## config.mk

```make
export PLATFORM = sky130hd
export DESIGN_NAME = alu_md_control_flat
export DESIGN_NICKNAME = d
export VERILOG_FILES = /design/src/rtl/alu_md_if.sv /design/src/rtl/alu_md_control.sv /design/src/flat_wrapper.sv
export SDC_FILE = /design/constraint.sdc
export NUM_CORES = 1
export LEC_CHECK = 0
export ABC_AREA = 1
export CORE_MARGIN = 2
export CORE_UTILIZATION = 30
export DETAILED_ROUTE_END_ITERATION = 6
export GPL_ROUTABILITY_DRIVEN = 0
export HOLD_SLACK_MARGIN = 0.02
export PLACE_DENSITY = 0.5
export SLEW_MARGIN = 20
export SYNTH_ARGS = -nofsm -noshare
export SYNTH_HDL_FRONTEND = slang
export SYNTH_SLANG_ARGS = --single-unit
```

## constraint.sdc

```tcl
create_clock -name clk -period 2.6 [get_ports clk]
set_clock_uncertainty 0.05 [all_clocks]
set_input_delay 0.52 -clock clk [delete_from_list [all_inputs] [get_ports clk]]
set_output_delay 0.52 -clock clk [all_outputs]
set_load 0.01 [all_outputs]
```

## src/rtl/alu_md_if.sv

```systemverilog
// Execute-stage bus between the ID/EX register and the ALU control /
// multiply-divide unit. The instruction source drives (master); the
// control block consumes and reports back (slave).
interface alu_md_if #(
    parameter int DATA_W = 32,
    parameter int SEL_W  = 4
);
    logic              in_valid;
    logic [1:0]        alu_op;
    logic [5:0]        funct;
    logic [DATA_W-1:0] rs_val;
    logic [DATA_W-1:0] rt_val;
    logic [SEL_W-1:0]  select;
    logic              illegal;
    logic              stall;
    logic              md_busy;
    logic [DATA_W-1:0] hi;
    logic [DATA_W-1:0] lo;

    modport master (
        output in_valid, alu_op, funct, rs_val, rt_val,
        input  select, illegal, stall, md_busy, hi, lo
    );

    modport slave (
        input  in_valid, alu_op, funct, rs_val, rt_val,
        output select, illegal, stall, md_busy, hi, lo
    );
endinterface

```

## src/rtl/alu_md_control.sv

```systemverilog
// ALU control decode plus an iterative multiply/divide unit owning HI/LO.
// Multiply is unsigned shift-add on operand magnitudes, divide is restoring
// division on magnitudes; signs are applied in a single FIX cycle.
module alu_md_control #(
    parameter int DATA_W = 32,
    parameter int SEL_W  = 4
) (
    input logic     clk,
    input logic     rst,
    alu_md_if.slave bus
);
    localparam int CW = $clog2(DATA_W);

    typedef enum logic [1:0] {IDLE, RUN, FIX} state_t;

    state_t            state;
    logic [CW-1:0]     cnt;
    logic              busy;
    logic [DATA_W-1:0] hi_r;
    logic [DATA_W-1:0] lo_r;

    // datapath registers (no reset: always loaded at issue)
    logic [DATA_W-1:0] p_hi;      // product high / partial remainder
    logic [DATA_W-1:0] p_lo;      // multiplier / quotient shifter
    logic [DATA_W-1:0] opb;       // multiplicand / divisor magnitude
    logic              is_div;
    logic              div0;
    logic              neg_q;     // product or quotient negative
    logic              neg_r;     // remainder takes dividend sign

    // decode outputs
    logic [3:0] sel;
    logic       undef;
    logic       hilo;
    logic       md_op;
    logic       sgn_op;
    logic       div_op;
    logic       mt_hi;
    logic       mt_lo;
    logic       stall;
    logic       issue;

    function automatic logic [DATA_W-1:0] mag(input logic signed [DATA_W-1:0] v,
                                              input logic take);
        return (take && v[DATA_W-1]) ? DATA_W'(-v) : DATA_W'(v);
    endfunction

    function automatic logic [DATA_W-1:0] cond_neg(input logic [DATA_W-1:0] v,
                                                   input logic neg);
        return neg ? DATA_W'(-v) : v;
    endfunction

    // Decode alu_op/funct into select code and instruction class
    always_comb begin
        sel    = 4'b1111;
        undef  = 1'b0;
        hilo   = 1'b0;
        md_op  = 1'b0;
        sgn_op = 1'b0;
        div_op = 1'b0;
        mt_hi  = 1'b0;
        mt_lo  = 1'b0;
        case (bus.alu_op)
            2'b00: sel = 4'b0010;
            2'b01: sel = 4'b0110;
            2'b10: begin
                case (bus.funct)
                    6'b100000, 6'b100001: sel = 4'b0010;
                    6'b100010, 6'b100011: sel = 4'b0110;
                    6'b100100: sel = 4'b0000;
                    6'b100101: sel = 4'b0001;
                    6'b100110: sel = 4'b0011;
                    6'b100111: sel = 4'b0100;
                    6'b101010: sel = 4'b0111;
                    6'b101011: sel = 4'b1011;
                    6'b000000: sel = 4'b1000;
                    6'b000010: sel = 4'b1001;
                    6'b000011: sel = 4'b1010;
                    6'b010000: begin sel = 4'b1100; hilo = 1'b1; end
                    6'b010010: begin sel = 4'b1101; hilo = 1'b1; end
                    6'b010001: begin hilo = 1'b1; mt_hi = 1'b1; end
                    6'b010011: begin hilo = 1'b1; mt_lo = 1'b1; end
                    6'b011000: begin hilo = 1'b1; md_op = 1'b1; sgn_op = 1'b1; end
                    6'b011001: begin hilo = 1'b1; md_op = 1'b1; end
                    6'b011010: begin hilo = 1'b1; md_op = 1'b1; sgn_op = 1'b1; div_op = 1'b1; end
                    6'b011011: begin hilo = 1'b1; md_op = 1'b1; div_op = 1'b1; end
                    default:   undef = 1'b1;
                endcase
            end
            default: undef = 1'b1;
        endcase
    end

    assign stall       = bus.in_valid & hilo & busy;
    assign issue       = bus.in_valid & ~stall & md_op;
    assign bus.select  = SEL_W'(sel);
    assign bus.illegal = bus.in_valid & undef;
    assign bus.stall   = stall;
    assign bus.md_busy = busy;
    assign bus.hi      = hi_r;
    assign bus.lo      = lo_r;

    // one step of each algorithm
    logic [DATA_W:0]   mul_sum;
    logic [DATA_W-1:0] rem_sh;
    logic              rem_ge;
    logic [DATA_W-1:0] rem_sub;

    always_comb begin
        mul_sum = {1'b0, p_hi} + (p_lo[0] ? {1'b0, opb} : '0);
        rem_sh  = {p_hi[DATA_W-2:0], p_lo[DATA_W-1]};
        rem_ge  = {p_hi, p_lo[DATA_W-1]} >= {1'b0, opb};
        rem_sub = rem_sh - opb;
    end

    // sign-corrected results written at FIX
    logic [2*DATA_W-1:0] prod_fix;
    logic [DATA_W-1:0]   fix_hi;
    logic [DATA_W-1:0]   fix_lo;

    always_comb begin
        prod_fix = neg_q ? (2*DATA_W)'(-{p_hi, p_lo}) : {p_hi, p_lo};
        if (is_div) begin
            fix_lo = div0 ? '1 : cond_neg(p_lo, neg_q);
            fix_hi = cond_neg(p_hi, neg_r);
        end else begin
            fix_hi = prod_fix[2*DATA_W-1:DATA_W];
            fix_lo = prod_fix[DATA_W-1:0];
        end
    end

    // Operand capture at issue and one iteration per RUN cycle
    always_ff @(posedge clk) begin
        if (issue) begin
            p_hi   <= '0;
            p_lo   <= div_op ? mag(bus.rs_val, sgn_op) : mag(bus.rt_val, sgn_op);
            opb    <= div_op ? mag(bus.rt_val, sgn_op) : mag(bus.rs_val, sgn_op);
            is_div <= div_op;
            div0   <= div_op && (bus.rt_val == '0);
            neg_q  <= sgn_op && (bus.rs_val[DATA_W-1] ^ bus.rt_val[DATA_W-1]);
            neg_r  <= sgn_op && bus.rs_val[DATA_W-1];
        end else if (state == RUN) begin
            if (is_div) begin
                p_hi <= rem_ge ? rem_sub : rem_sh;
                p_lo <= {p_lo[DATA_W-2:0], rem_ge};
            end else begin
                p_hi <= mul_sum[DATA_W:1];
                p_lo <= {mul_sum[0], p_lo[DATA_W-1:1]};
            end
        end
    end

    // Control FSM and HI/LO architectural registers
    always_ff @(posedge clk or posedge rst) begin
        if (rst) begin
            state <= IDLE;
            cnt   <= '0;
            busy  <= 1'b0;
            hi_r  <= '0;
            lo_r  <= '0;
        end else begin
            case (state)
                IDLE: begin
                    if (issue) begin
                        state <= RUN;
                        cnt   <= '0;
                        busy  <= 1'b1;
                    end else if (bus.in_valid && !stall) begin
                        if (mt_hi) hi_r <= bus.rs_val;
                        if (mt_lo) lo_r <= bus.rs_val;
                    end
                end
                RUN: begin
                    cnt <= cnt + 1'b1;
                    if (cnt == CW'(DATA_W - 1)) state <= FIX;
                end
                FIX: begin
                    hi_r  <= fix_hi;
                    lo_r  <= fix_lo;
                    busy  <= 1'b0;
                    state <= IDLE;
                end
                default: state <= IDLE;
            endcase
        end
    end
endmodule

```

## src/flat_wrapper.sv

```systemverilog
// flat-port wrapper written by rule: the top's interface ports become plain ports
module alu_md_control_flat 
#(
    parameter int DATA_W = 32,
    parameter int SEL_W  = 4
)
  (clk, rst, bus_in_valid, bus_alu_op, bus_funct, bus_rs_val, bus_rt_val, bus_select, bus_illegal, bus_stall, bus_md_busy, bus_hi, bus_lo);
  alu_md_if #(.DATA_W(DATA_W), .SEL_W(SEL_W)) bus_i ();
  input logic clk;
  input logic rst;
  input wire logic [$bits(bus_i.in_valid)-1:0] bus_in_valid;
  input wire logic [$bits(bus_i.alu_op)-1:0] bus_alu_op;
  input wire logic [$bits(bus_i.funct)-1:0] bus_funct;
  input wire logic [$bits(bus_i.rs_val)-1:0] bus_rs_val;
  input wire logic [$bits(bus_i.rt_val)-1:0] bus_rt_val;
  output wire logic [$bits(bus_i.select)-1:0] bus_select;
  output wire logic [$bits(bus_i.illegal)-1:0] bus_illegal;
  output wire logic [$bits(bus_i.stall)-1:0] bus_stall;
  output wire logic [$bits(bus_i.md_busy)-1:0] bus_md_busy;
  output wire logic [$bits(bus_i.hi)-1:0] bus_hi;
  output wire logic [$bits(bus_i.lo)-1:0] bus_lo;
  assign bus_i.in_valid = bus_in_valid;
  assign bus_i.alu_op = bus_alu_op;
  assign bus_i.funct = bus_funct;
  assign bus_i.rs_val = bus_rs_val;
  assign bus_i.rt_val = bus_rt_val;
  assign bus_select = bus_i.select;
  assign bus_illegal = bus_i.illegal;
  assign bus_stall = bus_i.stall;
  assign bus_md_busy = bus_i.md_busy;
  assign bus_hi = bus_i.hi;
  assign bus_lo = bus_i.lo;
  alu_md_control #(.DATA_W(DATA_W), .SEL_W(SEL_W)) u_core (.clk(clk), .rst(rst), .bus(bus_i));
endmodule
```

==> metrics.txt, run 1 <==
shortest clock period the worst path allows after layout=2.67 ns; Leak=0.0139 µW; result of the run=complete, but fails checks; largest family of logic cells by synthesized area=simple AND/OR/NAND/NOR gates; total vias in the final route=23600; setup repair after global routing missed its margin=yes; reg-to-reg critical path endpoint=u_core.p_hi[27]; core region area=61500 µm²; synthesis-to-layout area growth=50.1%; post-DR vias/cell=5.07; fraction of the yosys area taken by sequential cells=24.1%; compound-gate portion of the synthesized area=13.5%; clock-pin slew of the registers on the worst-case setup and hold paths=0.07 ns; simple-gate portion of the synthesized area=41.8%; vias in the first global route=21900; internal cell power=12100 µW; nets in the synthesized netlist=3341; Ys Warns=0; critical path capture point type=register; number of enable flip-flop cells after synthesis=68; pre-CTS worst setup slack=-0.672 ns; instance count of the mapped netlist=3194; clock tree from TritonCTS=built; CTS root buf=clkbuf_16; fraction of layout cells with a size suffix above 1=27.0%; maximum clock insertion buffer count=2; arrival time of the worst setup path=3.01 ns; endpoints failing hold=0; Std-Cell Rows=91; WS Path Type=register to register; number of DRC markers after the initial detailed-route iteration=2436; adder-cell share of the synthesized area=4.92%; sequential share of power=19.0%; Worst Reg-to-Reg Cells=15; Pwr per Cell Area=820 nW/µm²; Synth Register Bits=172; switch share=47.2%; top area cells in the synthesized netlist=nand2_1 20%, edfxtp_1 11%, dfrtp_1 9.7%; leading register cell type out of synthesis=dfrtp_1; critical-path cell list=inv_2 -> ha_4 -> buf_6 -> nand2_4 -> nor2_4 -> inv_2 -> nor2_4 -> inv_2 -> nor2_4 -> nand2_4 -> nand2_8 -> buf_12 -> nand3_1 -> nand2_1 -> a21oi_1; Buf+Inv Stages, Crit Path=5; initial core utilization=30.3%; Total Routed Length=92000 µm; Max stage delay cell, worst path=edfxtp_1; iteration count of the initial detailed-routing pass=6; final-layout setup total negative slack=-0.125 ns; Max Cap Viol=0; Combinational Power Share=68.5%; max-slew violations=0; width of the die=253 µm; type of the most critical hold path=input pin to async pin; Congestion Overflow GR=0; DPL Wire Length=74200 µm; clock latency reported for the late side of the worst-skew pair=0.50 ns; Async S/R FF share, synth=41.9%; area of the mapped netlist=18600 µm²; global-route total usage across every layer=28.2%; global-route wire length before repair=134000 µm; share of total power in the clock network=12.5%; cell family with the largest share of critical-path delay=simple AND/OR/NAND/NOR gates; R2R setup slack=-0.07 ns; Die ar.=64000 µm²; initial antenna violation count=1; area share of the largest cell type after synthesis=20.5%; worst slew pin tran=0.756 ns; chip height=253 µm; final worst-path setup slack=-0.0715 ns; Nets=4000; commonest cells after routing, fill and taps aside=909 x nand2_1, 546 x buf_4, 430 x inv_1; fin crit share=103%; syn avg cell area=5.83 µm²; number of distinct standard cells referenced by the synthesized netlist=58; largest net degree at the start of global routing=92; total power consumption of the routed design=22900 µW; startpoint kind of the worst setup timing path=register; power spent charging and discharging nets=10800 µW; commonest non-fill, non-tap cell in the layout=nand2_1; origin of the worst setup path=u_core.opb[18]; violated checks=setup timing; cell taking the most area after synthesis=nand2_1; critical path required time=2.93 ns; xor/xnor share of the synthesized area=3.34%; number of nets with antenna violations after detailed routing=0; mux contribution to synthesized area=0.323%; r2r startpoint=u_core.opb[18]; TritonCTS sink count=172; remaining routing DRC violations=0; Avg WL per Cell=19.8 µm; end of the critical path=u_core.p_hi[27]; Hold Buf Count CTS=0; biggest cell delay along the critical path=0.58 ns; maximum clock frequency=374 MHz; worst-case hold slack=0.366 ns; number of I/O port buffers=145; critical path peak fanout=8; count of endpoints failing setup in the final report=8; total placed cells including tap cells=4563; Non-Filler Instances=4656; Num CTS Buffers=17; number of gates on the worst path with buffers counted=15; io pins=146; largest vdd supply drop=0.606 mV; total number of H-tree levels=4; antenna diode count=0; Worst slew margin=49.5%
-- worst reg2reg max path: stages, from the launching register on --
cell and delay (ns):
edfxtp_1 0.58, inv_2 0.12, ha_4 0.33, buf_6 0.11
nand2_4 0.05, nor2_4 0.12, inv_2 0.05, nor2_4 0.11
inv_2 0.06, nor2_4 0.11, nand2_4 0.10, nand2_8 0.11
buf_12 0.15, nand3_1 0.28, nand2_1 0.17, a21oi_1 0.07
-- layout make-up --
class	instances	area, µm²
multi-input combinational	2444	13800
tap	790	988
sequential	172	4480
inverter	480	1810
timing repair buffer	738	6270
fill	6404	33500
clock inverter	15	184
clock buffer	17	425
-- cell families after synthesis --
family          after synthesis
simple gates               1848
flops                       172
compound gates              445
buf+inv                     580
xor+xnor                     71
mux                           6
fa+ha+maj                    72
-- synth_stat cells, types with 15 or more instances --
cell / count
or2_2: 21
dfxtp_1: 32
ha_1: 70
o21ai_0: 196
nand4_1: 44
o211ai_1: 20
dfrtp_1: 72
a21oi_1: 127
nor2_1: 387
a31oi_1: 19
nand3_1: 293
o21ai_1: 15
xor2_1: 68
edfxtp_1: 68
clkbuf_1: 63
nand2_1: 1016
inv_1: 468
nor3_1: 29
a2bb2oi_1: 27
-- how the worst min path moves through the flow --
| stage | from | to | slack, ns | depth (start not counted) |
|---|---|---|---|---|
| floorplan | u_core.cnt[4] | u_core.cnt[4] | 0.42 | 1 |
| global placement | u_core.bus.lo[5] | u_core.bus.lo[5] | 0.42 | 2 |
| detailed placement | u_core.bus.lo[5] | u_core.bus.lo[5] | 0.41 | 2 |
| CTS | rst | u_core.bus.hi[28] | 0.38 | 3 |
| global route | rst | u_core.bus.hi[13] | 0.41 | 3 |
| finish | rst | u_core.bus.hi[13] | 0.37 | 3 |
-- layer usage --
layer	track usage, %	vias to the layer above	wire length [µm]
li1	-	11600	-
met1	36.6	10900	39600
met2	45.3	901	41500
met3	4.49	204	5840
met4	13.9	2	5080
met5	0	-	13
-- registers in the layout, summed over array words and instances (netlist names) --
signal,count
u_core.bus.hi,32
u_core.bus.lo,32
u_core.bus.md_busy,1
u_core.cnt,5
u_core.div0,1
u_core.is_div,1
u_core.neg_q,1
u_core.neg_r,1
u_core.opb,32
u_core.p_hi,32
u_core.p_lo,32
u_core.state,2
-- stage by stage --
step | instance area [µm²] | utilization [%]
floorplan | 18600 | -
global placement | 24900 | 40.5
detailed placement | 24900 | 40.5
CTS | 26200 | 42.5
global route | 27900 | 45.4
finish | 27900 | 45.4
-- power groups by stage --
| stage | combinational, µW | clock (µW) | sequential (µW) |
|---|---|---|---|
| finish | 15700 | 2860 | 4360 |
| global route | 16900 | 2990 | 4430 |
| CTS | 13600 | 2900 | 4310 |
| detailed placement | 12900 | 0 | 4310 |
| global placement | 12900 | 0 | 4320 |
| floorplan | 6180 | 0 | 4490 |
-- repair_timing --
item                                    in CTS  in global routing
pin swaps                                   14                120
setup buffers                               19                 38
endpoints found under the setup margin      40                 72
cloned                                       3                  1
gates resized for setup                    132                376
Power figures use the tool's default switching activity.
==> run 2, diff against run 1 <==
--- a/config.mk
+++ b/config.mk
@@ -8,6 +8,7 @@
 export ABC_AREA = 1
 export CORE_MARGIN = 2
 export CORE_UTILIZATION = 30
+export CTS_BUF_LIST = sky130_fd_sc_hd__clkbuf_8
 export DETAILED_ROUTE_END_ITERATION = 6
 export GPL_ROUTABILITY_DRIVEN = 0
 export HOLD_SLACK_MARGIN = 0.02
==> constraint.sdc (replaced) <==
create_clock -name clk -period 2.2 [get_ports clk]
set_clock_uncertainty 0.05 [all_clocks]
set_input_delay 0.44 -clock clk [delete_from_list [all_inputs] [get_ports clk]]
set_output_delay 0.44 -clock clk [all_outputs]
set_load 0.01 [all_outputs]
==> metrics.txt, run 2 (same netlist as run 1, synthesis figures left out) <==
result of the run=complete, but fails checks; violated checks=setup timing; fraction of layout cells with a size suffix above 1=40.7%; CTS root buf=clkbuf_8; setup repair after global routing missed its margin=yes; post-DR vias/cell=5.10; fin crit share=119%; Avg WL per Cell=19.7 µm; pre-CTS worst setup slack=-1.26 ns; total vias in the final route=24900; final core utilization=51.5%; final worst-path setup slack=-0.411 ns; Num CTS Buffers=17; number of fillers in the final layout=6183; io pins=146; clock tree from TritonCTS=built; commonest cells after routing, fill and taps aside=782 x nand2_1, 725 x buf_4, 403 x inv_1; number of I/O port buffers=145; max-slew violations=0; Hold Buf Count CTS=0; count of endpoints failing setup in the final report=83; maximum clock insertion buffer count=2; Pwr per Cell Area=919 nW/µm²; final design area excluding fillers=31700 µm²; initial antenna violation count=2; largest net degree at the start of global routing=95; Post-DP Area=26300 µm²; Max Cap Viol=0; Total Routed Length=96500 µm; type of the most critical hold path=input pin to async pin; number of nets with antenna violations after detailed routing=0; Leak=0.0155 µW; DPL Wire Length=76000 µm; remaining routing DRC violations=0; core region area=61500 µm²; number of DRC markers after the initial detailed-route iteration=2120; Nets=4235; global-route wire length before repair=141000 µm; Worst slew margin=51.6%; critical path capture point type=register; total power consumption of the routed design=29100 µW; worst slew pin tran=0.726 ns; total number of H-tree levels=4; Die ar.=64000 µm²; endpoints failing hold=0; iteration count of the initial detailed-routing pass=6; shortest clock period the worst path allows after layout=2.61 ns; chip height=253 µm; antenna diode count=0; width of the die=253 µm; WS Path Type=register to register; clock latency reported for the late side of the worst-skew pair=0.60 ns; startpoint kind of the worst setup timing path=register; maximum clock frequency=383 MHz; TritonCTS sink count=172; arrival time of the worst setup path=3.08 ns; Congestion Overflow GR=0; global-route total usage across every layer=29.4%; synthesis-to-layout area growth=70.1%; commonest non-fill, non-tap cell in the layout=nand2_1; critical path peak fanout=4; final-layout setup total negative slack=-19.28 ns; critical path required time=2.67 ns; vias in the first global route=23600; Std-Cell Rows=91; initial core utilization=30.3%; largest vdd supply drop=0.550 mV; clock-pin slew of the registers on the worst-case setup and hold paths=0.13 ns
[run 2: cell types whose count changed in the layout (fill, tap and decap cells not counted), sizes merged]
cell / previous run / this run
dlygate4sd2: 5 / 6
dlymetal6s2s: 4 / 12
clkinv: 6 / 5
clkbuf: 21 / 24
clkdlybuf4s50: 129 / 116
inv: 483 / 485
buf: 595 / 832
bufinv: 3 / 2
clkinvlp: 3 / 2
[run 2: area by class of cell]
class                           count  area, µm²  share of cell area (%)
Timing Repair Buffer              973       8270                    26.1
Clock inverter                     14        174                   0.549
Clock buffer                       18        248                   0.782
Inverter                          480       1820                    5.76
Multi-Input combinational cell   2444      15700                    49.5
Sequential cell                   172       4490                    14.2
Tap cell                          790        988                    3.12
[run 2: per-layer routing]
metal / part of all wire (%) / up-vias / GRT usage [%]
met5: 0.015 / - / 0
met4: 5.7 / 2 / 15.0
met3: 6.7 / 240 / 4.71
met2: 46 / 966 / 47.4
met1: 42 / 11700 / 37.9
li1: - / 12000 / -
[run 2: what timing repair did]
item	4_1_cts	5_1_grt
cloned	5	0
setup endpoints to repair	122	130
buffers inserted	94	49
resized for setup	610	480
pin swaps	208	233
[run 2: metrics by stage]
step                      cells  hold slack [ns]
after global placement     4727            0.418
after CTS                  4851            0.146
after global routing       4891            0.177
final                      4891            0.169
after detailed placement   4727            0.423
after floorplan            3194            0.423
[run 2: power by group]
part	leakage, µW	internal, µW	switching, µW
logic	0.0136	9870	11400
registers	0.00171	4260	934
clock network	0.000211	1080	1530
total	0.0155	15200	13900
[run 2: path summary, 6_finish.rpt]
kind                                   start                 to  slack, ns  depth (start not counted)
min in group clk               bus_rs_val[1]   u_core.bus.hi[1]       0.40                          3
max in group asynchronous                rst   u_core.bus.lo[7]       1.42                          3
min                                      rst  u_core.bus.hi[29]       0.17                          2
min reg2reg                u_core.bus.hi[15]  u_core.bus.hi[15]       0.44                          2
max                           u_core.p_lo[0]    u_core.p_hi[13]      -0.41                         17
max reg2reg                   u_core.p_lo[0]    u_core.p_hi[13]      -0.41                         17
[run 2: worst max-delay path, stage by stage, from the launching register on]
cell      delay, ns
edfxtp_1       0.43
buf_6          0.15
buf_6          0.11
nand2_2        0.05
inv_2          0.04
ha_4           0.16
fa_2           0.38
nand3_2        0.09
nand3_4        0.14
nand2_4        0.12
nand2_4        0.08
nand3_4        0.08
nand2_4        0.08
or2_4          0.24
a21oi_4        0.16
nand3_2        0.08
nand2_1        0.07
inv_1          0.03
